### config.mk
export PLATFORM = sky130hd
export DESIGN_NAME = regfile_wb_arbiter_flat
export DESIGN_NICKNAME = d
export VERILOG_FILES = /design/src/rtl/regfile_wb_arbiter_if.sv /design/src/rtl/regfile_wb_arbiter.sv /design/src/flat_wrapper.sv
export SDC_FILE = /design/constraint.sdc
export NUM_CORES = 1
export LEC_CHECK = 0
export ABC_CLOCK_PERIOD_IN_PS = 3200
export CAP_MARGIN = 20
export CELL_PAD_IN_SITES_DETAIL_PLACEMENT = 0
export CELL_PAD_IN_SITES_GLOBAL_PLACEMENT = 1
export CORE_MARGIN = 1
export CORE_UTILIZATION = 28
export CTS_CLUSTER_DIAMETER = 30
export DETAILED_ROUTE_END_ITERATION = 8
export PLACE_DENSITY = 0.91
export SLEW_MARGIN = 20
export SYNTH_ARGS = -nofsm -noshare
export SYNTH_HDL_FRONTEND = slang
export SYNTH_SLANG_ARGS = --single-unit
### constraint.sdc
create_clock -name clk -period 3.2 [get_ports clk]
set_input_delay 0.96 -clock clk [delete_from_list [all_inputs] [get_ports clk]]
set_output_delay 0.96 -clock clk [all_outputs]
set_load 0.01 [all_outputs]
### src/rtl/regfile_wb_arbiter_if.sv
// Writeback bus between two requesters (ALU, load) and the register-file write port.
// The arbiter uses the slave modport; the requester/register-file side uses master.
interface regfile_wb_arbiter_if #(
    parameter int unsigned ADDR_WIDTH = 4,
    parameter int unsigned DATA_WIDTH = 64
);
    logic                  req0_valid;
    logic [ADDR_WIDTH-1:0] req0_addr;
    logic [DATA_WIDTH-1:0] req0_data;
    logic                  req0_ready;

    logic                  req1_valid;
    logic [ADDR_WIDTH-1:0] req1_addr;
    logic [DATA_WIDTH-1:0] req1_data;
    logic                  req1_ready;

    logic                  rf_write_en;
    logic [ADDR_WIDTH-1:0] rf_waddr;
    logic [DATA_WIDTH-1:0] rf_wdata;
    logic                  init_done;

    modport slave (
        input  req0_valid, req0_addr, req0_data,
        output req0_ready,
        input  req1_valid, req1_addr, req1_data,
        output req1_ready,
        output rf_write_en, rf_waddr, rf_wdata, init_done
    );

    modport master (
        output req0_valid, req0_addr, req0_data,
        input  req0_ready,
        output req1_valid, req1_addr, req1_data,
        input  req1_ready,
        input  rf_write_en, rf_waddr, rf_wdata, init_done
    );
endinterface

### src/rtl/regfile_wb_arbiter.sv
// Clears every register-file entry after reset, then round-robin arbitrates two writeback
// requesters onto the single register-file write port with one cycle of latency.
module regfile_wb_arbiter #(
    parameter int unsigned NUM_REGS   = 16,
    parameter int unsigned ADDR_WIDTH = 4,
    parameter int unsigned DATA_WIDTH = 64
) (
    input logic                clk,
    input logic                reset,
    regfile_wb_arbiter_if.slave bus
);
    localparam logic [ADDR_WIDTH-1:0] LastAddr = ADDR_WIDTH'(NUM_REGS - 1);

    typedef enum logic [0:0] {StInit, StArb} state_e;

    state_e                state_q, state_d;
    logic [ADDR_WIDTH-1:0] cnt_q, cnt_d;
    // 1 when requester 1 holds the most recent grant, so requester 0 wins the first contention.
    logic                  last_q, last_d;
    logic                  write_en_q, write_en_d;
    logic [ADDR_WIDTH-1:0] waddr_q, waddr_d;
    logic [DATA_WIDTH-1:0] wdata_q, wdata_d;
    logic                  done_q, done_d;
    logic                  grant0, grant1;

    always_comb begin
        grant0 = 1'b0;
        grant1 = 1'b0;
        if (state_q == StArb) begin
            if (bus.req0_valid && bus.req1_valid) begin
                grant0 = last_q;
                grant1 = ~last_q;
            end else begin
                grant0 = bus.req0_valid;
                grant1 = bus.req1_valid;
            end
        end
    end

    always_comb begin
        state_d    = state_q;
        cnt_d      = cnt_q;
        last_d     = last_q;
        write_en_d = 1'b0;
        waddr_d    = waddr_q;
        wdata_d    = wdata_q;
        done_d     = done_q;
        unique case (state_q)
            StInit: begin
                write_en_d = 1'b1;
                waddr_d    = cnt_q;
                wdata_d    = '0;
                cnt_d      = cnt_q + 1'b1;
                if (cnt_q == LastAddr) begin
                    state_d = StArb;
                    done_d  = 1'b1;
                end
            end
            StArb: begin
                if (grant0) begin
                    write_en_d = 1'b1;
                    waddr_d    = bus.req0_addr;
                    wdata_d    = bus.req0_data;
                    last_d     = 1'b0;
                end else if (grant1) begin
                    write_en_d = 1'b1;
                    waddr_d    = bus.req1_addr;
                    wdata_d    = bus.req1_data;
                    last_d     = 1'b1;
                end
            end
            default: state_d = StInit;
        endcase
    end

    always_ff @(posedge clk or posedge reset) begin
        if (reset) begin
            state_q    <= StInit;
            cnt_q      <= '0;
            last_q     <= 1'b1;
            write_en_q <= 1'b0;
            waddr_q    <= '0;
            wdata_q    <= '0;
            done_q     <= 1'b0;
        end else begin
            state_q    <= state_d;
            cnt_q      <= cnt_d;
            last_q     <= last_d;
            write_en_q <= write_en_d;
            waddr_q    <= waddr_d;
            wdata_q    <= wdata_d;
            done_q     <= done_d;
        end
    end

    assign bus.req0_ready  = grant0;
    assign bus.req1_ready  = grant1;
    assign bus.rf_write_en = write_en_q;
    assign bus.rf_waddr    = waddr_q;
    assign bus.rf_wdata    = wdata_q;
    assign bus.init_done   = done_q;
endmodule

### src/flat_wrapper.sv
// flat-port wrapper written by rule: the top's interface ports become plain ports
module regfile_wb_arbiter_flat 
#(
    parameter int unsigned NUM_REGS   = 16,
    parameter int unsigned ADDR_WIDTH = 4,
    parameter int unsigned DATA_WIDTH = 64
)
  (clk, reset, bus_req0_valid, bus_req0_addr, bus_req0_data, bus_req0_ready, bus_req1_valid, bus_req1_addr, bus_req1_data, bus_req1_ready, bus_rf_write_en, bus_rf_waddr, bus_rf_wdata, bus_init_done);
  regfile_wb_arbiter_if #(.ADDR_WIDTH(ADDR_WIDTH), .DATA_WIDTH(DATA_WIDTH)) bus_i ();
  input logic clk;
  input logic reset;
  input wire logic [$bits(bus_i.req0_valid)-1:0] bus_req0_valid;
  input wire logic [$bits(bus_i.req0_addr)-1:0] bus_req0_addr;
  input wire logic [$bits(bus_i.req0_data)-1:0] bus_req0_data;
  output wire logic [$bits(bus_i.req0_ready)-1:0] bus_req0_ready;
  input wire logic [$bits(bus_i.req1_valid)-1:0] bus_req1_valid;
  input wire logic [$bits(bus_i.req1_addr)-1:0] bus_req1_addr;
  input wire logic [$bits(bus_i.req1_data)-1:0] bus_req1_data;
  output wire logic [$bits(bus_i.req1_ready)-1:0] bus_req1_ready;
  output wire logic [$bits(bus_i.rf_write_en)-1:0] bus_rf_write_en;
  output wire logic [$bits(bus_i.rf_waddr)-1:0] bus_rf_waddr;
  output wire logic [$bits(bus_i.rf_wdata)-1:0] bus_rf_wdata;
  output wire logic [$bits(bus_i.init_done)-1:0] bus_init_done;
  assign bus_i.req0_valid = bus_req0_valid;
  assign bus_i.req0_addr = bus_req0_addr;
  assign bus_i.req0_data = bus_req0_data;
  assign bus_req0_ready = bus_i.req0_ready;
  assign bus_i.req1_valid = bus_req1_valid;
  assign bus_i.req1_addr = bus_req1_addr;
  assign bus_i.req1_data = bus_req1_data;
  assign bus_req1_ready = bus_i.req1_ready;
  assign bus_rf_write_en = bus_i.rf_write_en;
  assign bus_rf_waddr = bus_i.rf_waddr;
  assign bus_rf_wdata = bus_i.rf_wdata;
  assign bus_init_done = bus_i.init_done;
  regfile_wb_arbiter #(.NUM_REGS(NUM_REGS), .ADDR_WIDTH(ADDR_WIDTH), .DATA_WIDTH(DATA_WIDTH)) u_core (.clk(clk), .reset(reset), .bus(bus_i));
endmodule
==> impl_metrics.py <==
metrics = {
    "floorplanning": {
        "die_w_um": 122,
        "ios": 212,
        "start_util_pct": 28.7,
        "num_rows": 43,
        "die-area_sq_mm": 0.0148,
        "die_h_um": 122,
        "core-area_sq_mm": 0.0139,
    },
    "route": {
        "highest_layer": "met4",
        "wl_met2_um": 6460,
        "first_pass_iters": 6,
        "avgRoutedWirePerCell_um": 16.7,
        "wl_um": 13300,
        "met1_length_um": 5610,
        "routed_via_density": 5.12,
        "wl_met3_um": 906,
        "drt_iter0_drc": 212,
        "drc": 0,
        "ant_nets": 0,
        "dr_total_vias": 4072,
    },
    "worst_setup_path": {
        "timing.rr.start": "u_core.state_q",
        "path_buf_inv": 2,
        "reg2reg_to": "u_core.bus.rf_waddr[2]",
        "crit_fanout": 4,
        "crit_slowest_cell": "clkdlybuf4s50_1",
        "crit_arrival_ns": 2.21,
        "cp-start-kind": "input port",
        "end_kind": "primary output",
        "critical_path_required_ns": 2.24,
        "path_cells": "clkdlybuf4s50_1, and3_1, clkdlybuf4s50_1",
        "reg2reg_depth": 5,
        "crit_top_cell": "clkdlybuf4s50_1",
        "critPathTopFamily": "buffers and inverters",
        "criticalPathCategory": "in -> out",
        "r2r_slack_ns": 1.12,
        "critPathMaxStageDelay_ns": 0.54,
        "crit_cells": 3,
    },
    "finish": {
        "diodes": 0,
        "stdcell_area_sq_mm": 0.00652,
        "drive_above_1_share_pct": 10.2,
        "area_growth_pct": 62.9,
        "nets": 751,
    },
    "job": {
        "maxCapViolCount": 0,
    },
    "yosys": {
        "synth_common_cells": "131 x nand2_1, 75 x dfrtp_1, 66 x nand3_1",
        "seq_area_frac_synth_pct": 47.5,
        "synth_warnings": 0,
        "synth.most_common_cell": "nand2_1",
        "syn_inst": 421,
        "synthTopCellsByArea": "dfrtp_1 47%, nand2_1 12%, o311ai_2 11%, nand3_1 8.3%, o311ai_0 7.7%",
        "yosysUniqueCellTypes": 36,
        "yosys_most_used_dff": "dfrtp_1",
        "synth.top_cell.area_share_pct": 46.9,
        "synth_edf_count": 0,
        "synth_nets": 562,
        "ys_async_sr_fraction_pct": 100,
        "syn_area_per_cell_sq_um": 9.51,
        "synth-seq-cells": 76,
        "synth_top_area_cell": "dfrtp_1",
        "synth_area_sq_mm": 0.00400,
    },
    "clock_tree": {
        "clk_latency_ns": 0.33,
        "cts_root_buf": "clkbuf_16",
        "cts_buffers": 9,
        "cts_tree": "built",
        "postCtsHoldBufs": 0,
        "h-tree-depth": 3,
        "cts_buffer_depth": 2,
        "cts_setup_buffers": 0,
        "clk_pin_slew_ns": 0.05,
        "clock_sinks": 76,
    },
    "global_routing": {
        "grt_pass1_vias": 4142,
        "grt_pass1_wl_um": 20700,
        "grt_start_max_net_pins": 75,
        "gr-total-overflow": 0,
        "grtUsageTotal_pct": 18.1,
        "grt_antenna_before_repair": 0,
    },
    "worst_hold_path": {
        "min_path_cells": 2,
        "holdPathEnd": "u_core.last_q",
        "min_path_type": "reg -> reg",
        "hp-start": "u_core.last_q",
    },
    "sta": {
        "hold_viol": 0,
        "setup_violations": 0,
        "max_slew_margin_pct": 41.9,
        "final.min_clock_period_ns": 3.17,
        "finalClockSkew_ns": 0.00512,
        "whs_ns": 0.483,
        "finalCritPeriodShare_pct": 99.2,
        "drv_slew": 0,
        "tightest_slew_ns": 0.872,
        "rsz0062_at_grt": "no",
        "timing.fmax_mhz": 315,
        "finalSetupTns_ns": 0,
    },
    "power_and_ir_drop": {
        "cellLeakagePower_nw": 2.64,
        "p_per_area_mw_per_mm2": 437,
        "ir_drop_mv": 0.193,
    },
    "outcome": {
        "status": "completed",
    },
    "placed_design": {
        "portBuffers": 211,
        "finalWeightedCongestion": 0.783,
        "place_hpwl_um": 8840,
        "place_area_sq_mm": 0.00626,
    },
}
power breakdown:
group          switching, mW  internal, mW
clock                  0.367         0.548
sequential            0.0630          1.07
combinational          0.336         0.459
total                  0.766          2.08
state kept, by name, summed over array words and instances (netlist names):
signal                  count
u_core.bus.init_done        1
u_core.bus.rf_waddr         4
u_core.bus.rf_wdata        64
u_core.bus.rf_write_en      1
u_core.cnt_q                4
u_core.last_q               1
u_core.state_q              1
how the worst max path moves through the flow:
| stage | startpoint | to | slack, ns |
|---|---|---|---|
| after global routing | bus_req0_valid | bus_req1_ready | 0.002 |
| after global placement | bus_req0_valid | bus_req0_ready | -0.03 |
| after CTS | bus_req1_valid | bus_req1_ready | 0.02 |
| after detailed placement | bus_req0_valid | bus_req0_ready | -0.05 |
| after floorplan | reset | u_core.bus.init_done | 0.30 |
| final | bus_req1_valid | bus_req1_ready | 0.03 |
worst reg2reg max path, delay by kind of cell, from the launching register on:
family	cells	cell delay, ns
simple gates	2	0.55
buf+inv	2	0.94
compound gates	1	0.06
flops	1	0.38
metal layers:
layer | up-vias | track usage [%]
li1 | 1894 | -
met1 | 1996 | 21.0
met2 | 161 | 31.7
met3 | 21 | 4.07
met4 | 0 | 8.18
met5 | - | 0
cells by family (layout without fill, tap and decap cells):
family	Yosys count	count (layout)	share of synthesized area (%)
flops	76	76	47.5
xor+xnor	3	3	0.657
fa+ha+maj	1	1	0.313
compound gates	73	73	21.1
mux	4	4	1.09
buf+inv	52	246	6.31
simple gates	212	212	22.9
timing repair:
item / in CTS / in global routing
gates resized for setup: 1 / 0
endpoints found under the setup margin: 1 / 0
hold endpoints to repair: 0 / 0
cell usage in the layout (no fill, tap or decap), types with 6 or more instances in the layout:
| cell | n |
|---|---|
| nand2_1 | 131 |
| o311ai_0 | 35 |
| inv_1 | 6 |
| clkdlybuf4s50_1 | 210 |
| o311ai_2 | 27 |
| nand3_1 | 66 |
| clkbuf_16 | 9 |
| clkbuf_1 | 6 |
| dfrtp_1 | 74 |
| buf_4 | 9 |
area by class of cell:
class	count	area, sq um
clock buffers	16	262
fillers	1299	7420
inverters	7	27.5
multi-input cells	293	1860
flip-flops and latches	76	1900
well taps	180	225
repair buffers	223	2240
per-stage QoR:
step	setup WS [ns]	total power [mW]	utilization [%]	std cells
3_3_place_gp	-0.0293	1.94	44.9	779
6_report	0.0270	2.85	46.8	795
4_1_cts	0.0249	2.89	46.8	795
5_1_grt	0.00198	2.98	46.8	795
3_5_place_dp	-0.0506	1.96	44.9	779
2_1_floorplan	0.303	1.48	-	421
No activity file was read; power rests on OpenSTA's default activity.
==> patch, RTL diff (same settings) <==
`DATA_WIDTH` is set to 64 in 3 places; all go to 96.
--- a/src/rtl/regfile_wb_arbiter_if.sv
+++ b/src/rtl/regfile_wb_arbiter_if.sv
@@ -2,7 +2,7 @@
 // The arbiter uses the slave modport; the requester/register-file side uses master.
 interface regfile_wb_arbiter_if #(
     parameter int unsigned ADDR_WIDTH = 4,
-    parameter int unsigned DATA_WIDTH = 64
+    parameter int unsigned DATA_WIDTH = 96
 );
     logic                  req0_valid;
     logic [ADDR_WIDTH-1:0] req0_addr;
--- a/src/rtl/regfile_wb_arbiter.sv
+++ b/src/rtl/regfile_wb_arbiter.sv
@@ -3,7 +3,7 @@
 module regfile_wb_arbiter #(
     parameter int unsigned NUM_REGS   = 16,
     parameter int unsigned ADDR_WIDTH = 4,
-    parameter int unsigned DATA_WIDTH = 64
+    parameter int unsigned DATA_WIDTH = 96
 ) (
     input logic                clk,
     input logic                reset,
--- a/src/flat_wrapper.sv
+++ b/src/flat_wrapper.sv
@@ -3,7 +3,7 @@
 #(
     parameter int unsigned NUM_REGS   = 16,
     parameter int unsigned ADDR_WIDTH = 4,
-    parameter int unsigned DATA_WIDTH = 64
+    parameter int unsigned DATA_WIDTH = 96
 )
   (clk, reset, bus_req0_valid, bus_req0_addr, bus_req0_data, bus_req0_ready, bus_req1_valid, bus_req1_addr, bus_req1_data, bus_req1_ready, bus_rf_write_en, bus_rf_waddr, bus_rf_wdata, bus_init_done);
   regfile_wb_arbiter_if #(.ADDR_WIDTH(ADDR_WIDTH), .DATA_WIDTH(DATA_WIDTH)) bus_i ();
Interface: changed (resized bus_req0_data, bus_req1_data and bus_rf_wdata); port bits go from 212 to 308. The function was not compared with the original's and may differ.
==> patch against the unedited design <==
Core utilization rose by 0.81 points. Fmax rose by 6.0%. Register-to-register slack got worse by 0.26 ns. Routed wire length rose by 48%. Via count rose by 40%. Sequential share of layout area rose by 1.1 points. Cell area rose by 37%. Sequential cell count rose by 32. Worst setup slack improved by 0.18 ns. Synthesized area rose by 34%. Power rose by 38%. Non-clock buffer count rose by 101. Combinational power rose by 41%. Sequential power rose by 41%. Largest cell class unchanged.
==> patch: results <==
[outcome]
status = "complete, no violations"

[synthesis]
synth_cell_types = 29
synthAdderAreaFrac = 0.00233
syn_nets = 806
synth_common_cells = "nand3_1, dfrtp_1, nand2_1"
synthXorXnorAreaFrac = 0.00490
synth_compound_area_frac = 0.154

[global_route]
met3_usage = 0.0475
grt.total_usage = 0.204
grt_pass1_wl_um = 31700
grt_max_degree = 109
grt_use_met1 = 0.254

[finish]
layout-drive-gt1-share = 0.0526
area_delta_synth_final_pct = 66.5
fin_nets = 1074
clkCellAreaFrac = 0.0346
largest_reg_flops = 96
nMultiInputCombCells = 420
bufAreaShareNonClock = 0.364
seq_share = 0.303
multiInputGateArea_mm2 = 0.00235
nNonClkBuffers = 324

[drt]
vias = 5711
via_per_inst = 5.15
avgRoutedWirePerCell_um = 17.8
drt_first_pass_iters = 4
drt_iter0_markers = 352

[worst_hold_path]
hold_path_depth = 1
holdPathEnd = "u_core.bus.init_done"
min_from = "u_core.bus.init_done"

[placed_design]
io_buffers = 307
place_inst = 1092
place_area_mm2 = 0.00863
place_congestion = 0.760
pre_cts_slack_ns = -0.0949

[setup_path]
r2r-start = "u_core.last_q"
cp.arrival_ns = 2.03
endpoint = "bus_req0_ready"
crit_path_start = "bus_req0_valid"
cp_slowest_stage_delay_ns = 0.48
r2r-end = "u_core.bus.rf_waddr[0]"

[pwr]
vdd_drop_max_v = 0.000261
pg_seq_uw = 1610
leakage_uw = 0.00356
powerComb_uw = 1120

[clock_network]
clk_pin_slew_ns = 0.07
==> patch: cell count changes after synthesis, moves of 7 or more <==
cell / change
o311ai_2: -27
clkbuf_1: +7
nand3_1: +127
nand2_1: -34
o311ai_0: -35
dfrtp_1: +32
buf_2: +21
o211ai_1: +96
==> patch: what timing repair did <==
action	4_1_cts	5_1_grt
gates resized for setup	3	0
endpoints found under the setup margin	2	0
buffers inserted	0	0
==> patch: routing by layer <==
| metal | vias to the layer above | part of all wire | wire, um |
|---|---|---|---|
| met1 | 2752 | 0.41 | 8110 |
| li1 | 2702 | - | - |
| met5 | - | 0 | 0 |
| met4 | 0 | 0.022 | 437 |
| met3 | 30 | 0.069 | 1360 |
| met2 | 227 | 0.50 | 9800 |
==> patch: through the flow <==
step                      hold slack, ns  power (uW)
final                              0.491        3920
after global routing               0.513        4120
after CTS                          0.499        3980
after detailed placement           0.469        2780
after global placement             0.472        2760
after floorplan                    0.480        2070
